[src/rtl/led_pattern_gen_if.sv]
// led_pattern_gen_if: configuration/status bundle for the LED sequencer.
// master drives wren/pattern/len/div/oneshot/en (+duty with LED_PATTERN_PWM_EN)
// and observes led/step/wrap/busy; slave is the sequencer side.
interface led_pattern_gen_if #(parameter int PAT_W = 32);
  localparam int SW = $clog2(PAT_W);
  logic             wren_i;
  logic [PAT_W-1:0] pattern_i;
  logic [4:0]       len_i;
  logic [4:0]       div_i;
  logic             oneshot_i;
  logic             en_i;
`ifdef LED_PATTERN_PWM_EN
  logic [3:0]       duty_i;
`endif
  logic             led_o;
  logic [SW-1:0]    step_o;
  logic             wrap_o;
  logic             busy_o;
`ifdef LED_PATTERN_PWM_EN
  modport master (output wren_i, pattern_i, len_i, div_i, oneshot_i, en_i, duty_i,
                  input led_o, step_o, wrap_o, busy_o);
  modport slave  (input wren_i, pattern_i, len_i, div_i, oneshot_i, en_i, duty_i,
                  output led_o, step_o, wrap_o, busy_o);
`else
  modport master (output wren_i, pattern_i, len_i, div_i, oneshot_i, en_i,
                  input led_o, step_o, wrap_o, busy_o);
  modport slave  (input wren_i, pattern_i, len_i, div_i, oneshot_i, en_i,
                  output led_o, step_o, wrap_o, busy_o);
`endif
endinterface

[src/rtl/led_pattern_gen.sv]
// led_pattern_gen: programmable one-shot/looping LED blink sequencer.
// Ports: clk100, rstn (async active-low), bus (led_pattern_gen_if.slave).
// Optional LED_PATTERN_PWM_EN adds duty_i and a 4-bit PWM gate on led_o.
module led_pattern_gen #(
  parameter int TICK_BASE = 1_000_000,
  parameter int PAT_W     = 32
) (
  input logic               clk100,
  input logic               rstn,
  led_pattern_gen_if.slave  bus
);
  localparam int SW = $clog2(PAT_W);
  localparam int BW = $clog2(TICK_BASE);
  typedef enum logic [1:0] {IDLE, RUN, HOLD} state_t;
  state_t state_q, state_d;
  logic [PAT_W-1:0] pat_q, pat_d;
  logic [4:0] len_q, len_d, div_q, div_d, scnt_q, scnt_d;
  logic os_q, os_d, loaded_q, loaded_d, led_q, led_d, wrap_q, wrap_d;
  logic [BW-1:0] base_q, base_d;
  logic [SW-1:0] step_q, step_d, len_eff;
  logic run, tick, adv, last, clr, pwm_ok;
`ifdef LED_PATTERN_PWM_EN
  logic [3:0] pwm_q, pwm_d, duty_q, duty_d;
`endif
  assign len_eff = (int'(len_q) >= PAT_W) ? SW'(PAT_W - 1) : SW'(len_q);
  assign run  = state_q == RUN;
  assign tick = run && base_q == BW'(TICK_BASE - 1);
  assign adv  = tick && scnt_q == div_q;
  assign last = step_q == len_eff;
  // A load or a drop to IDLE restarts the sequence from step 0.
  assign clr  = bus.wren_i || state_d == IDLE;
  always_ff @(posedge clk100 or negedge rstn)
    if (!rstn) state_q <= IDLE;
    else state_q <= state_d;
  // en_i low dominates; a load with en_i high always (re)starts RUN.
  always_comb begin
    state_d = state_q;
    if (!bus.en_i) state_d = IDLE;
    else if (bus.wren_i) state_d = RUN;
    else if (state_q == IDLE && loaded_q) state_d = RUN;
    else if (run && adv && last && os_q) state_d = HOLD;
  end
  always_comb begin
    pat_d    = bus.wren_i ? bus.pattern_i : pat_q;
    len_d    = bus.wren_i ? bus.len_i : len_q;
    div_d    = bus.wren_i ? bus.div_i : div_q;
    os_d     = bus.wren_i ? bus.oneshot_i : os_q;
    loaded_d = loaded_q | bus.wren_i;
    base_d   = (clr || tick) ? '0 : run ? base_q + BW'(1) : base_q;
    scnt_d   = (clr || adv) ? '0 : tick ? scnt_q + 5'd1 : scnt_q;
    step_d   = clr ? '0 : !adv ? step_q : !last ? step_q + SW'(1) : os_q ? step_q : '0;
    wrap_d   = !clr && adv && last;
`ifdef LED_PATTERN_PWM_EN
    duty_d   = bus.wren_i ? bus.duty_i : duty_q;
    pwm_d    = state_q != IDLE ? pwm_q + 4'd1 : pwm_q;
    pwm_ok   = pwm_d < duty_d;
`else
    pwm_ok   = 1'b1;
`endif
    // Computed from next-state values so the LED is registered yet tracks the new step.
    led_d    = state_d != IDLE && pat_d[step_d] && pwm_ok;
  end
  always_ff @(posedge clk100 or negedge rstn)
    if (!rstn) begin
      pat_q    <= '0;
      len_q    <= '0;
      div_q    <= '0;
      os_q     <= 1'b0;
      loaded_q <= 1'b0;
      base_q   <= '0;
      scnt_q   <= '0;
      step_q   <= '0;
      wrap_q   <= 1'b0;
      led_q    <= 1'b0;
    end else begin
      pat_q    <= pat_d;
      len_q    <= len_d;
      div_q    <= div_d;
      os_q     <= os_d;
      loaded_q <= loaded_d;
      base_q   <= base_d;
      scnt_q   <= scnt_d;
      step_q   <= step_d;
      wrap_q   <= wrap_d;
      led_q    <= led_d;
    end
`ifdef LED_PATTERN_PWM_EN
  always_ff @(posedge clk100 or negedge rstn)
    if (!rstn) begin
      pwm_q  <= '0;
      duty_q <= '0;
    end else begin
      pwm_q  <= pwm_d;
      duty_q <= duty_d;
    end
`endif
  assign bus.led_o  = led_q;
  assign bus.step_o = step_q;
  assign bus.wrap_o = wrap_q;
  assign bus.busy_o = state_q == RUN;
endmodule
[src/flat_wrapper.sv]
// flat-port wrapper written by rule: the top's interface ports become plain ports
module led_pattern_gen_flat 
#(
  parameter int TICK_BASE = 1_000_000,
  parameter int PAT_W     = 32
)
  (clk100, rstn, bus_wren_i, bus_pattern_i, bus_len_i, bus_div_i, bus_oneshot_i, bus_en_i, bus_led_o, bus_step_o, bus_wrap_o, bus_busy_o);
  led_pattern_gen_if #(.PAT_W(PAT_W)) bus_i ();
  input logic clk100;
  input logic rstn;
  input wire logic [$bits(bus_i.wren_i)-1:0] bus_wren_i;
  input wire logic [$bits(bus_i.pattern_i)-1:0] bus_pattern_i;
  input wire logic [$bits(bus_i.len_i)-1:0] bus_len_i;
  input wire logic [$bits(bus_i.div_i)-1:0] bus_div_i;
  input wire logic [$bits(bus_i.oneshot_i)-1:0] bus_oneshot_i;
  input wire logic [$bits(bus_i.en_i)-1:0] bus_en_i;
  output wire logic [$bits(bus_i.led_o)-1:0] bus_led_o;
  output wire logic [$bits(bus_i.step_o)-1:0] bus_step_o;
  output wire logic [$bits(bus_i.wrap_o)-1:0] bus_wrap_o;
  output wire logic [$bits(bus_i.busy_o)-1:0] bus_busy_o;
  assign bus_i.wren_i = bus_wren_i;
  assign bus_i.pattern_i = bus_pattern_i;
  assign bus_i.len_i = bus_len_i;
  assign bus_i.div_i = bus_div_i;
  assign bus_i.oneshot_i = bus_oneshot_i;
  assign bus_i.en_i = bus_en_i;
  assign bus_led_o = bus_i.led_o;
  assign bus_step_o = bus_i.step_o;
  assign bus_wrap_o = bus_i.wrap_o;
  assign bus_busy_o = bus_i.busy_o;
  led_pattern_gen #(.TICK_BASE(TICK_BASE), .PAT_W(PAT_W)) u_core (.clk100(clk100), .rstn(rstn), .bus(bus_i));
endmodule
[config.mk]
export PLATFORM = sky130hd
export DESIGN_NAME = led_pattern_gen_flat
export DESIGN_NICKNAME = d
export VERILOG_FILES = /design/src/rtl/led_pattern_gen_if.sv /design/src/rtl/led_pattern_gen.sv /design/src/flat_wrapper.sv
export SDC_FILE = /design/constraint.sdc
export NUM_CORES = 1
export LEC_CHECK = 0
export BUFFER_PORTS_ARGS = -buffer_cell sky130_fd_sc_hd__buf_2
export CORE_MARGIN = 2
export CORE_UTILIZATION = 57
export DETAILED_ROUTE_END_ITERATION = 6
export PLACE_DENSITY = 0.79
export SKIP_LAST_GASP = 1
export SYNTH_ARGS = -nofsm -noshare
export SYNTH_HDL_FRONTEND = slang
export SYNTH_SLANG_ARGS = --single-unit
[constraint.sdc]
create_clock -name clk100 -period 4.8 [get_ports clk100]
set_input_delay 0.48 -clock clk100 [delete_from_list [all_inputs] [get_ports clk100]]
set_output_delay 0.48 -clock clk100 [all_outputs]
set_load 0.01 [all_outputs]
## Word level (Yosys, flattened, before mapping)

Cells that the tools add are included.
W data, S select, Z words.

- Equal/unequal tests: 4
- $lt $le $gt $ge: 1
- Bitwise operators: 1
- Multiplexer cells: 15
- Reductions and logical operators: 18
- $add $sub $neg: 3

Operator list:

| operator | number |
|---|---|
| $mux W20 | 2 |
| $mux W32 | 1 |
| $mux W5 | 6 |
| $add A20 B1 Y20 const B | 1 |
| $eq A20 B20 Y1 const B | 1 |
| $add A5 B1 Y5 const B | 2 |
| $eq A5 B5 Y1 | 2 |
| $logic_and A1 B1 Y1 | 9 |
| $mux W2 | 4 |
| $lt A5 B6 Y1 const B | 1 |
| $reduce_bool A2 Y1 | 3 |
| $bmux W1 S5 | 1 |
| $logic_not A2 Y1 | 2 |
| $logic_or A1 B1 Y1 | 3 |
| $eq A2 B1 Y1 const B | 1 |
| $logic_not A1 Y1 | 1 |
| $mux W1 | 1 |
| $or A1 B1 Y1 | 1 |

- Bits in registers: 78
- Input port bits: 47

## Longest topological paths before layout

Gate-level depths: netlist of the first run.

- Word-level depth: 16
- Gate-level depth with buffers: 12
- Depth with buffers taken out: 10

## Worst setup path before layout of the first run

OpenSTA, ideal clock, no wires.

- Kind: reg-to-reg
- Start point: register u_core.base_q[11]
- End point: register u_core.led_q, in the netlist u_core.bus.led_o
- Setup slack: 1473 ps
- Required time: 4704 ps
- Setup time: 96 ps
- Stages on the path, launching flop included: 12
- Arrival time: 3231 ps
- Buffers on the path: 1
- Clock period less this slack: 3327 ps
- Cell sequence: dfrtp_1 > or4b_1 > or3_1 > or4_1 > buf_6 > or3b_4 > o22a_4 > clkinv_4 > o21ai_0 > o22a_1 > mux2_2 > a311oi_2

- Longest elaborated chain between the ends: 16

Ends and longest elaborated chain:

| what | RTL line | RTL |
|---|---|---|
| start, declared | led_pattern_gen.sv:19 | `logic [BW-1:0] base_q, base_d;` |
| start signal, assigned | led_pattern_gen.sv:81 | `base_q <= base_d;` |
| $eq A20 B20 Y1 * | led_pattern_gen.sv:27 | `assign tick = run && base_q == BW'(TICK_BASE - 1);` |
| $logic_and A1 B1 Y1 * | led_pattern_gen.sv:27 |  |
| $logic_and A1 B1 Y1 * | led_pattern_gen.sv:28 | `assign adv = tick && scnt_q == div_q;` |
| $logic_and A1 B1 Y1 (3 in series) | led_pattern_gen.sv:41 | `else if (run && adv && last && os_q) state_d = HOLD;` |
| $mux W2 | led_pattern_gen.sv:41 |  |
| $mux W2 | led_pattern_gen.sv:40 | `else if (state_q == IDLE && loaded_q) state_d = RUN;` |
| $mux W2 | led_pattern_gen.sv:39 | `else if (bus.wren_i) state_d = RUN;` |
| $mux W2 | led_pattern_gen.sv:38 | `if (!bus.en_i) state_d = IDLE;` |
| $logic_not A2 Y1 | led_pattern_gen.sv:31 | `assign clr = bus.wren_i \|\| state_d == IDLE;` |
| $logic_or A1 B1 Y1 | led_pattern_gen.sv:31 |  |
| $mux W5 * | led_pattern_gen.sv:51 | `step_d = clr ? '0 : !adv ? step_q : !last ? step_q + SW'(1) : os_q ? step_q : '0;` |
| named net u_core.step_d[1] | led_pattern_gen.sv:20 | `logic [SW-1:0] step_q, step_d, len_eff;` |
| $bmux W1 S5 * | led_pattern_gen.sv:61 | `led_d = state_d != IDLE && pat_d[step_d] && pwm_ok;` |
| $mux W1 (not written as such) * | led_pattern_gen.sv:61 |  |
| $logic_and A1 B1 Y1 * | led_pattern_gen.sv:61 |  |
| named net u_core.led_d | led_pattern_gen.sv:18 | `logic os_q, os_d, loaded_q, loaded_d, led_q, led_d, wrap_q, wrap_d;` |
| end signal, assigned | led_pattern_gen.sv:85 | `led_q <= led_d;` |
| end, declared | led_pattern_gen.sv:18 |  |

Mark *: on every way through the listed nets, which the timed path passes. The rest lies on a longest branch. The select of a mux whose other input is x is not followed.
A chain may end at the register's enable or synchronous reset.

## Worst setup path after layout of the first run

Same ends and word-level chain as after synthesis.

==> results of run 1 <==
==> sequential cells by signal (all words and copies together), names as in the netlist, 2 cells and up <==
name / cells
u_core.pat_q: 32
u_core.scnt_q: 5
u_core.state_q: 2
u_core.div_q: 5
u_core.len_eff: 5
u_core.base_q: 20
u_core.bus.step_o: 5
==> power by group through the flow <==
stage	Combinational, mW	Clock, mW	Sequential, mW
4_1_cts	0.135	0.573	0.709
3_3_place_gp	0.132	0	0.719
6_report	0.133	0.563	0.709
2_1_floorplan	0.0842	0	0.717
5_1_grt	0.149	0.596	0.713
3_5_place_dp	0.134	0	0.722
==> per-stage QoR <==
step	power, mW	std cells
3_5_place_dp	0.857	483
5_1_grt	1.46	499
6_report	1.40	499
3_3_place_gp	0.851	483
4_1_cts	1.42	499
2_1_floorplan	0.802	363
==> worst paths after layout <==
| path | slack, ns | cells past startpoint | end | startpoint |
|---|---|---|---|---|
| worst max-delay path | 1.14 | 10 | u_core.bus.led_o | u_core.base_q[11] |
| worst min-delay path | 0.26 | 1 | u_core.pat_q[27] | rstn |
| worst max register to register | 1.14 | 10 | u_core.bus.led_o | u_core.base_q[11] |
| worst min register to register | 0.50 | 1 | u_core.pat_q[19] | u_core.pat_q[19] |
| max in group asynchronous | 3.88 | 1 | u_core.base_q[0] | rstn |
| min in group clk100 | 0.35 | 2 | u_core.div_q[3] | bus_div_i[3] |
==> cell usage after synthesis (4+ instances only) <==
cell type | count | share of area, %
or4_1 | 4 | 0.77
nor3_1 | 7 | 0.90
nand2_1 | 21 | 2.0
o21ai_0 | 13 | 1.7
inv_1 | 8 | 0.77
clkbuf_1 | 10 | 0.97
xor2_1 | 16 | 3.6
a21oi_1 | 7 | 0.90
a31oi_1 | 5 | 0.80
nor4_1 | 5 | 0.80
mux2_2 | 43 | 12
xnor2_1 | 14 | 3.2
mux2i_1 | 5 | 1.3
dfrtp_1 | 78 | 50
nand2b_1 | 4 | 0.64
or3_1 | 7 | 1.1
nor2_1 | 49 | 4.7
nand4_1 | 10 | 1.6
nand3_1 | 13 | 1.7
o211ai_1 | 4 | 0.77
==> critical path, delay by kind of cell (launching register included) <==
family,cells,cell delay (ns)
AO/OA/AOI/OAI,4,0.85
AND/OR/NAND/NOR,4,1.92
multiplexers,1,0.27
flip-flops,1,0.45
buffers and inverters,1,0.08
==> layout make-up <==
| type | count | area [sq um] |
|---|---|---|
| well taps | 80 | 100 |
| inverters | 9 | 38.8 |
| clock inverters | 3 | 65.1 |
| fillers | 517 | 2240 |
| clock buffers | 13 | 169 |
| repair buffers | 54 | 273 |
| flip-flops and latches | 78 | 1950 |
| multi-input cells | 262 | 1840 |
==> cells in the final DEF (no fill, tap or decap), types with 2 or more instances in the layout <==
cell type / Yosys / final
a21oi_1: 7 / 7
nor2_1: 49 / 49
nor4_1: 5 / 5
o211ai_1: 4 / 4
or3_2: 2 / 2
ha_1: 3 / 3
a31oi_1: 5 / 5
nand4_1: 10 / 10
mux2_2: 43 / 43
nand2_1: 21 / 21
bufinv_16: 0 / 2
nand3_1: 13 / 13
buf_2: 0 / 53
dfrtp_1: 78 / 78
mux2i_1: 5 / 5
xnor2_1: 14 / 14
o31ai_1: 2 / 2
nand2b_1: 4 / 4
or3_1: 7 / 7
clkbuf_8: 0 / 12
xor2_1: 16 / 16
o22a_1: 2 / 2
or4_1: 4 / 4
or2_2: 3 / 3
inv_1: 8 / 8
nand4b_1: 2 / 2
nor3_1: 7 / 7
o21ai_0: 13 / 13
==> cells by family after synthesis <==
family	Yosys count	synth area share (%)
mux	48	13.7
compound gates	46	8.36
buf+inv	23	2.54
xor+xnor	30	6.75
simple gates	135	17.5
fa+ha+maj	3	0.965
flops	78	50.2
==> layer usage <==
layer  wire length [um]  track usage (%)
met1               3710             33.4
met2               3700             34.9
met3                424             4.48
met4                 85             9.38
met5                  0                0
==> results.json, run 1 <==
{
  "status": "finished clean",
  "place_area_sq_um": 4200,
  "power_leakage_nw": 1.90,
  "p_sw_share_pct": 22.1,
  "rows": 30,
  "gr-total-overflow": 0,
  "gp_congestion": 0.897,
  "min_period_ns": 3.66,
  "vias_per_cell": 5.82,
  "core_area_sq_um": 6680,
  "routedWlPerCell_um": 15.9,
  "switchingPower_mw": 0.311,
  "hold_viol": 0,
  "ir_drop_mv": 0.227,
  "cp_data_arrival_time_ns": 3.92,
  "grt_pass1_vias": 2853,
  "path_class": "flop to flop",
  "dieArea_sq_um": 7500,
  "pre_cts_slack_ns": 1.20,
  "clock_tree.root_cell": "clkbuf_8",
  "synth_ff_type": "dfrtp_1",
  "gr-usage-all-layers_pct": 23.3,
  "seqPwrFrac_pct": 50.5,
  "area_growth_pct": 14.1,
  "timing.hold.ws_ns": 0.262,
  "worstSetupStartpointType": "flop",
  "finalMaxSlewViolations": 0,
  "worst_slack_ns": 1.14,
  "cts_sinks": 78,
  "tritoncts": "done",
  "synth_cells": 363,
  "min_path_type": "primary input to asynchronous set/reset pin",
  "slew_headroom_pct": 33.0,
  "drc": 0,
  "worst_pin_slew_ns": 1.01,
  "slowest_stage": "or4_1",
  "crit_path_cell_trace": "or4b_1, or3_1, or4_1, or3b_4, o22a_4, clkinv_4, o21ai_0, o22a_1, mux2_2, a311oi_2",
  "ctsResizeCount": 0,
  "syn_avg_cell_area_sq_um": 10.7,
  "dr.pass1.iters": 4,
  "final_util_pct": 66.4,
  "timing.setup.tns_ns": 0,
  "synth.net_count": 413,
  "synth_edf_count": 0,
  "async_flop_share_pct": 100,
  "finClkSkew_ns": 0.00938,
  "ant_nets": 0,
  "grt_antenna_before_repair": 0,
  "ios": 55,
  "path_clk_slew_ns": 0.08,
  "synth_seq_cells": 78,
  "grt_pass1_wl_um": 13600,
  "layout-drive-gt1-share_pct": 29.8,
  "yosysSeqAreaShare_pct": 50.2,
  "postCtsSetupBuffers": 0,
  "netlist_area_sq_um": 3890,
  "max_freq_mhz": 273,
  "postLayoutCellArea_sq_um": 4440,
  "rsz0062_at_grt": "false",
  "p_int_mw": 1.09,
  "clk_latency_ns": 0.35,
  "cts_max_level": 3,
  "ctsHoldBuffers": 0,
  "numCtsBuffers": 9,
  "via_count": 2903,
  "die-height_um": 86.6,
  "cellPowerDensity_nw_per_um2": 317,
  "drt_wl_total_um": 7920,
  "ys_types": 50,
  "yosysWarnings": 0,
  "cap_violations": 0,
  "die_w_um": 86.6,
  "slowest_delay_ns": 0.61,
  "combPwrFrac_pct": 9.5,
  "cp.required_ns": 5.06,
  "diodes": 0,
  "drtIter0Drc": 146,
  "place_hpwl_um": 5570,
  "setup_viol": 0,
  "cp_max_fo": 10,
  "p_clk_share_pct": 40.1,
  "cp-end-kind": "flop",
  "finalCritPeriodShare_pct": 76.3,
  "cts.path.max_buffers": 2,
  "grt_max_degree": 79,
  "fin_nets": 464,
  "initial_core_util_pct": 58.2,
  "io_buffers": 54
}
(Power assumes the default switching activity.)
==> run 2, diff against run 1 <==
- clock period: 4.8 -> 3.7 ns (I/O delays scaled with it)
==> run 2 against run 1 <==
Net effect: register-to-register slack got worse by 1.0 ns; flip-flop and latch count did not move; clock power rose by 13%; global-route usage rose by 0.22 points; final cell count rose by 1.2%; die area did not move; critical path type unchanged; clock skew rose by 0.0013 ns; largest power group unchanged; final area rose by 0.23%.
==> results.json, run 2 (synthesis results as in run 1) <==
{
  "ctsHoldBuffers": 0,
  "grt_antenna_before_repair": 0,
  "cp_data_arrival_time_ns": 3.83,
  "cp-end-kind": "flop",
  "ctsResizeCount": 0,
  "cts_max_level": 3,
  "r2r-start": "u_core.base_q[10]",
  "tritoncts": "done",
  "finClkSkew_ns": 0.0107,
  "cellPowerDensity_nw_per_um2": 390,
  "via_count": 2949,
  "final_cell_mix": "dfrtp_1, buf_2, nor2_1",
  "cts_sinks": 78,
  "clk_latency_ns": 0.36,
  "ios": 55,
  "dieArea_sq_um": 7500,
  "worstSetupStartpointType": "flop",
  "die_w_um": 86.6,
  "ant_nets": 0,
  "layout-drive-gt1-share_pct": 31.1,
  "rr_endpoint": "u_core.bus.led_o",
  "slowest_stage": "or4_1",
  "hold_viol": 0,
  "timing.setup.tns_ns": 0,
  "min_period_ns": 3.57,
  "die-height_um": 86.6,
  "finalCritPeriodShare_pct": 96.4,
  "postCtsSetupBuffers": 0,
  "final_util_pct": 66.6,
  "crit_path_cell_trace": "or4b_1, or3_1, or4_1, or3b_4, o22a_4, clkinv_4, o21ai_0, o22a_1, mux2_2, a311oi_2",
  "io_buffers": 54,
  "power_mw": 1.74,
  "largest-register": "u_core.pat_q",
  "gr-usage-all-layers_pct": 23.5,
  "power_leakage_nw": 1.91,
  "fin_nets": 470,
  "gr-total-overflow": 0,
  "finalMaxSlewViolations": 0,
  "gp_congestion": 0.904,
  "rrSetupSlack_ns": 0.13,
  "status": "finished clean",
  "grt_max_degree": 79,
  "slew_headroom_pct": 34.0,
  "path_class": "flop to flop",
  "worst_pin_slew_ns": 0.990,
  "diodes": 0,
  "r2r_cells": 10,
  "ir_drop_mv": 0.232,
  "top_regs": "u_core.pat_q x32, u_core.base_q x20",
  "clock_tree.root_cell": "clkbuf_8",
  "cp_max_fo": 9,
  "max_freq_mhz": 280,
  "largest_register_ffs": 32,
  "cts.path.max_buffers": 2,
  "timing.hold.ws_ns": 0.119,
  "drt_wl_total_um": 8090,
  "cap_violations": 0,
  "drc": 0,
  "cp.required_ns": 3.97,
  "final_common_cell": "dfrtp_1",
  "setup_viol": 0,
  "path_clk_slew_ns": 0.07,
  "area_growth_pct": 14.3,
  "rsz0062_at_grt": "false",
  "core_area_sq_um": 6680,
  "min_path_type": "primary input to asynchronous set/reset pin",
  "routedWlPerCell_um": 16.0,
  "grt_pass1_wl_um": 13600,
  "drtIter0Drc": 162,
  "initial_core_util_pct": 58.2,
  "grt_pass1_vias": 2906,
  "place_hpwl_um": 5660,
  "dr.pass1.iters": 4,
  "slowest_delay_ns": 0.54,
  "vias_per_cell": 5.84,
  "rows": 30,
  "numCtsBuffers": 9
}
==> run 2: per-layer routing <==
metal | vias to the layer above | wire length, um | GRT usage (%)
met5 | - | 0 | 0
met4 | 0 | 141 | 9.38
met3 | 12 | 511 | 5.62
met2 | 104 | 3760 | 36.1
met1 | 1424 | 3680 | 32.3
li1 | 1409 | - | -
==> run 2: worst max-delay path by stage <==
stage | slack, ns | from | endpoint
finish | 0.13 | u_core.base_q[10] | u_core.bus.led_o
global route | 0.03 | u_core.base_q[10] | u_core.bus.led_o
CTS | 0.13 | u_core.base_q[10] | u_core.bus.led_o
detailed placement | 0.15 | u_core.base_q[11] | u_core.bus.led_o
global placement | 0.28 | u_core.base_q[11] | u_core.bus.led_o
floorplan | 0.37 | u_core.base_q[11] | u_core.bus.led_o
==> run 2: power by group <==
| part | switching, mW | internal (mW) | leakage, nW |
|---|---|---|---|
| sequential | 0.0189 | 0.900 | 0.983 |
| clock | 0.312 | 0.327 | 0.102 |
| combinational | 0.0909 | 0.0868 | 0.823 |
==> run 2: critical path: cells and delay by family, from the launching register on <==
kind | cells | cell delay (ns)
buffers and inverters | 1 | 0.09
AOI/OAI and AO/OA | 4 | 0.87
muxes | 1 | 0.27
DFF | 1 | 0.46
and+or+nand+nor | 4 | 1.79
==> run 2: area by class of cell <==
class                   count  area [sq um]
clock buffers              10           138
flip-flops and latches     78          1950
clock inverters             6          61.3
multi-input cells         262          1840
repair buffers             60           318
fillers                   520          2230
well taps                  80           100
inverters                   9          38.8
==> run 2: through the flow <==
step / instance area, sq um / worst slack (ns) / instances
after floorplan: 3890 / 0.373 / 363
after global placement: 4250 / 0.278 / 489
after detailed placement: 4250 / 0.155 / 489
after CTS: 4450 / 0.135 / 505
after global routing: 4450 / 0.0282 / 505
final: 4450 / 0.132 / 505
==> run 3, diff against run 2 <==
- CORE_MARGIN: 2 -> 8
==> run 3 against run 2 <==
Net effect: routed wire length is 6.5% higher; clock power fell by 2%; sequential power barely moved; flip-flop and latch count did not move; critical path depth unchanged; sequential share of layout area rose by 0.062 points; maximum frequency increased by 2.2%; first-iteration DRC count up 8.6%; final area down 0.14%; core utilization decreased by 0.094 points; global-route usage is 4.8 points lower.
==> results.json, run 3 (synthesis results as in run 1) <==
{
  "status": "finished clean",
  "power_leakage_nw": 1.90,
  "routedWlPerCell_um": 17.1,
  "die-height_um": 98.6,
  "timing.setup.tns_ns": 0,
  "path_class": "flop to flop",
  "tritoncts": "done",
  "initial_core_util_pct": 58.2,
  "clk_latency_ns": 0.36,
  "cp.required_ns": 3.96,
  "final_cell_mix": "dfrtp_1, buf_2, nor2_1",
  "ios": 55,
  "grt_pass1_wl_um": 14700,
  "cp-end-kind": "flop",
  "ant_nets": 0,
  "dr.pass1.iters": 5,
  "drtIter0Drc": 176,
  "grt_pass1_vias": 2933,
  "finalMaxSlewViolations": 0,
  "gr-usage-all-layers_pct": 18.7,
  "grt_max_degree": 79,
  "via_count": 3005,
  "ctsHoldBuffers": 0,
  "gr-total-overflow": 0,
  "ir_drop_mv": 0.216,
  "io_buffers": 54,
  "hold_viol": 0,
  "setup_viol": 0,
  "worst_pin_slew_ns": 0.964,
  "cellPowerDensity_nw_per_um2": 388,
  "cap_violations": 0,
  "path_clk_slew_ns": 0.07,
  "rsz0062_at_grt": "false",
  "drt_wl_total_um": 8620,
  "rows": 30,
  "gp_congestion": 0.910,
  "place_hpwl_um": 6200,
  "cts_sinks": 78,
  "min_path_type": "primary input to asynchronous set/reset pin",
  "power_mw": 1.72,
  "finalCritPeriodShare_pct": 94.4,
  "die_w_um": 98.6,
  "cp_data_arrival_time_ns": 3.75,
  "fin_nets": 470,
  "numCtsBuffers": 9,
  "largest_register_ffs": 32,
  "min_period_ns": 3.49,
  "cp_max_fo": 9,
  "cts_max_level": 3,
  "core_area_sq_um": 6680,
  "slew_headroom_pct": 35.7,
  "timing.hold.ws_ns": 0.171,
  "max_freq_mhz": 286,
  "final_util_pct": 66.5,
  "top_regs": "u_core.pat_q x32, u_core.base_q x20",
  "final_common_cell": "dfrtp_1",
  "layout-drive-gt1-share_pct": 30.9,
  "largest-register": "u_core.pat_q",
  "diodes": 0,
  "finClkSkew_ns": 0.00685,
  "vias_per_cell": 5.96,
  "area_growth_pct": 14.2,
  "grt_antenna_before_repair": 0,
  "worstSetupStartpointType": "flop",
  "drc": 0,
  "dieArea_sq_um": 9720,
  "clock_tree.root_cell": "clkbuf_8",
  "cts.path.max_buffers": 2
}
==> run 3: critical path: stages, from the launching register on <==
cell	delay (ns)
dfrtp_1	0.46
or4b_1	0.51
or3_1	0.32
or4_4	0.49
or3b_4	0.42
o22a_4	0.28
clkinv_4	0.08
o21ai_0	0.10
o22a_1	0.21
mux2_2	0.26
a311oi_2	0.27
==> run 3: path summary, 6_finish.rpt <==
path,startpoint,to,slack [ns],cells past startpoint
setup / recovery,u_core.base_q[10],u_core.bus.led_o,0.21,10
hold / removal,rstn,u_core.pat_q[13],0.17,1
setup reg to reg,u_core.base_q[10],u_core.bus.led_o,0.21,10
hold reg to reg,u_core.pat_q[9],u_core.pat_q[9],0.50,1
max in group asynchronous,rstn,u_core.div_q[1],2.91,1
min in group clk100,bus_div_i[3],u_core.div_q[3],0.24,2
==> run 3: final cells by class <==
type / count / area [sq um]
clock buffers: 11 / 141
clock inverters: 4 / 47.5
fillers: 551 / 2240
inverters: 9 / 38.8
multi-input cells: 262 / 1840
flip-flops and latches: 78 / 1950
well taps: 80 / 100
repair buffers: 60 / 318
==> run 3: routing by layer <==
layer | up-vias | share of wire [%] | track usage (%)
met3 | 16 | 6.2 | 5.36
li1 | 1409 | - | -
met4 | 0 | 1.7 | 7.08
met2 | 94 | 47 | 27.7
met5 | - | 0 | 0
met1 | 1486 | 45 | 25.3
==> run 3: what timing repair did <==
| item | 4_1_cts | 5_1_grt |
|---|---|---|
| resized for setup | 0 | 1 |
| setup buffers | 0 | 0 |
| endpoints found under the hold margin | 0 | 0 |
| endpoints found under the setup margin | 0 | 1 |
==> run 3: power by group <==
part | total [mW] | internal (mW) | switching (mW)
sequential | 0.919 | 0.900 | 0.0190
clock | 0.628 | 0.324 | 0.304
combinational | 0.177 | 0.0860 | 0.0908
total | 1.72 | 1.31 | 0.414
==> run 3: through the flow <==
| step | std cells | cell area, sq um | worst slack, ns |
|---|---|---|---|
| floorplan | 363 | 3890 | 0.373 |
| global placement | 489 | 4250 | 0.263 |
| detailed placement | 489 | 4250 | 0.146 |
| CTS | 504 | 4440 | 0.108 |
| global route | 504 | 4440 | 0.0321 |
| finish | 504 | 4440 | 0.208 |
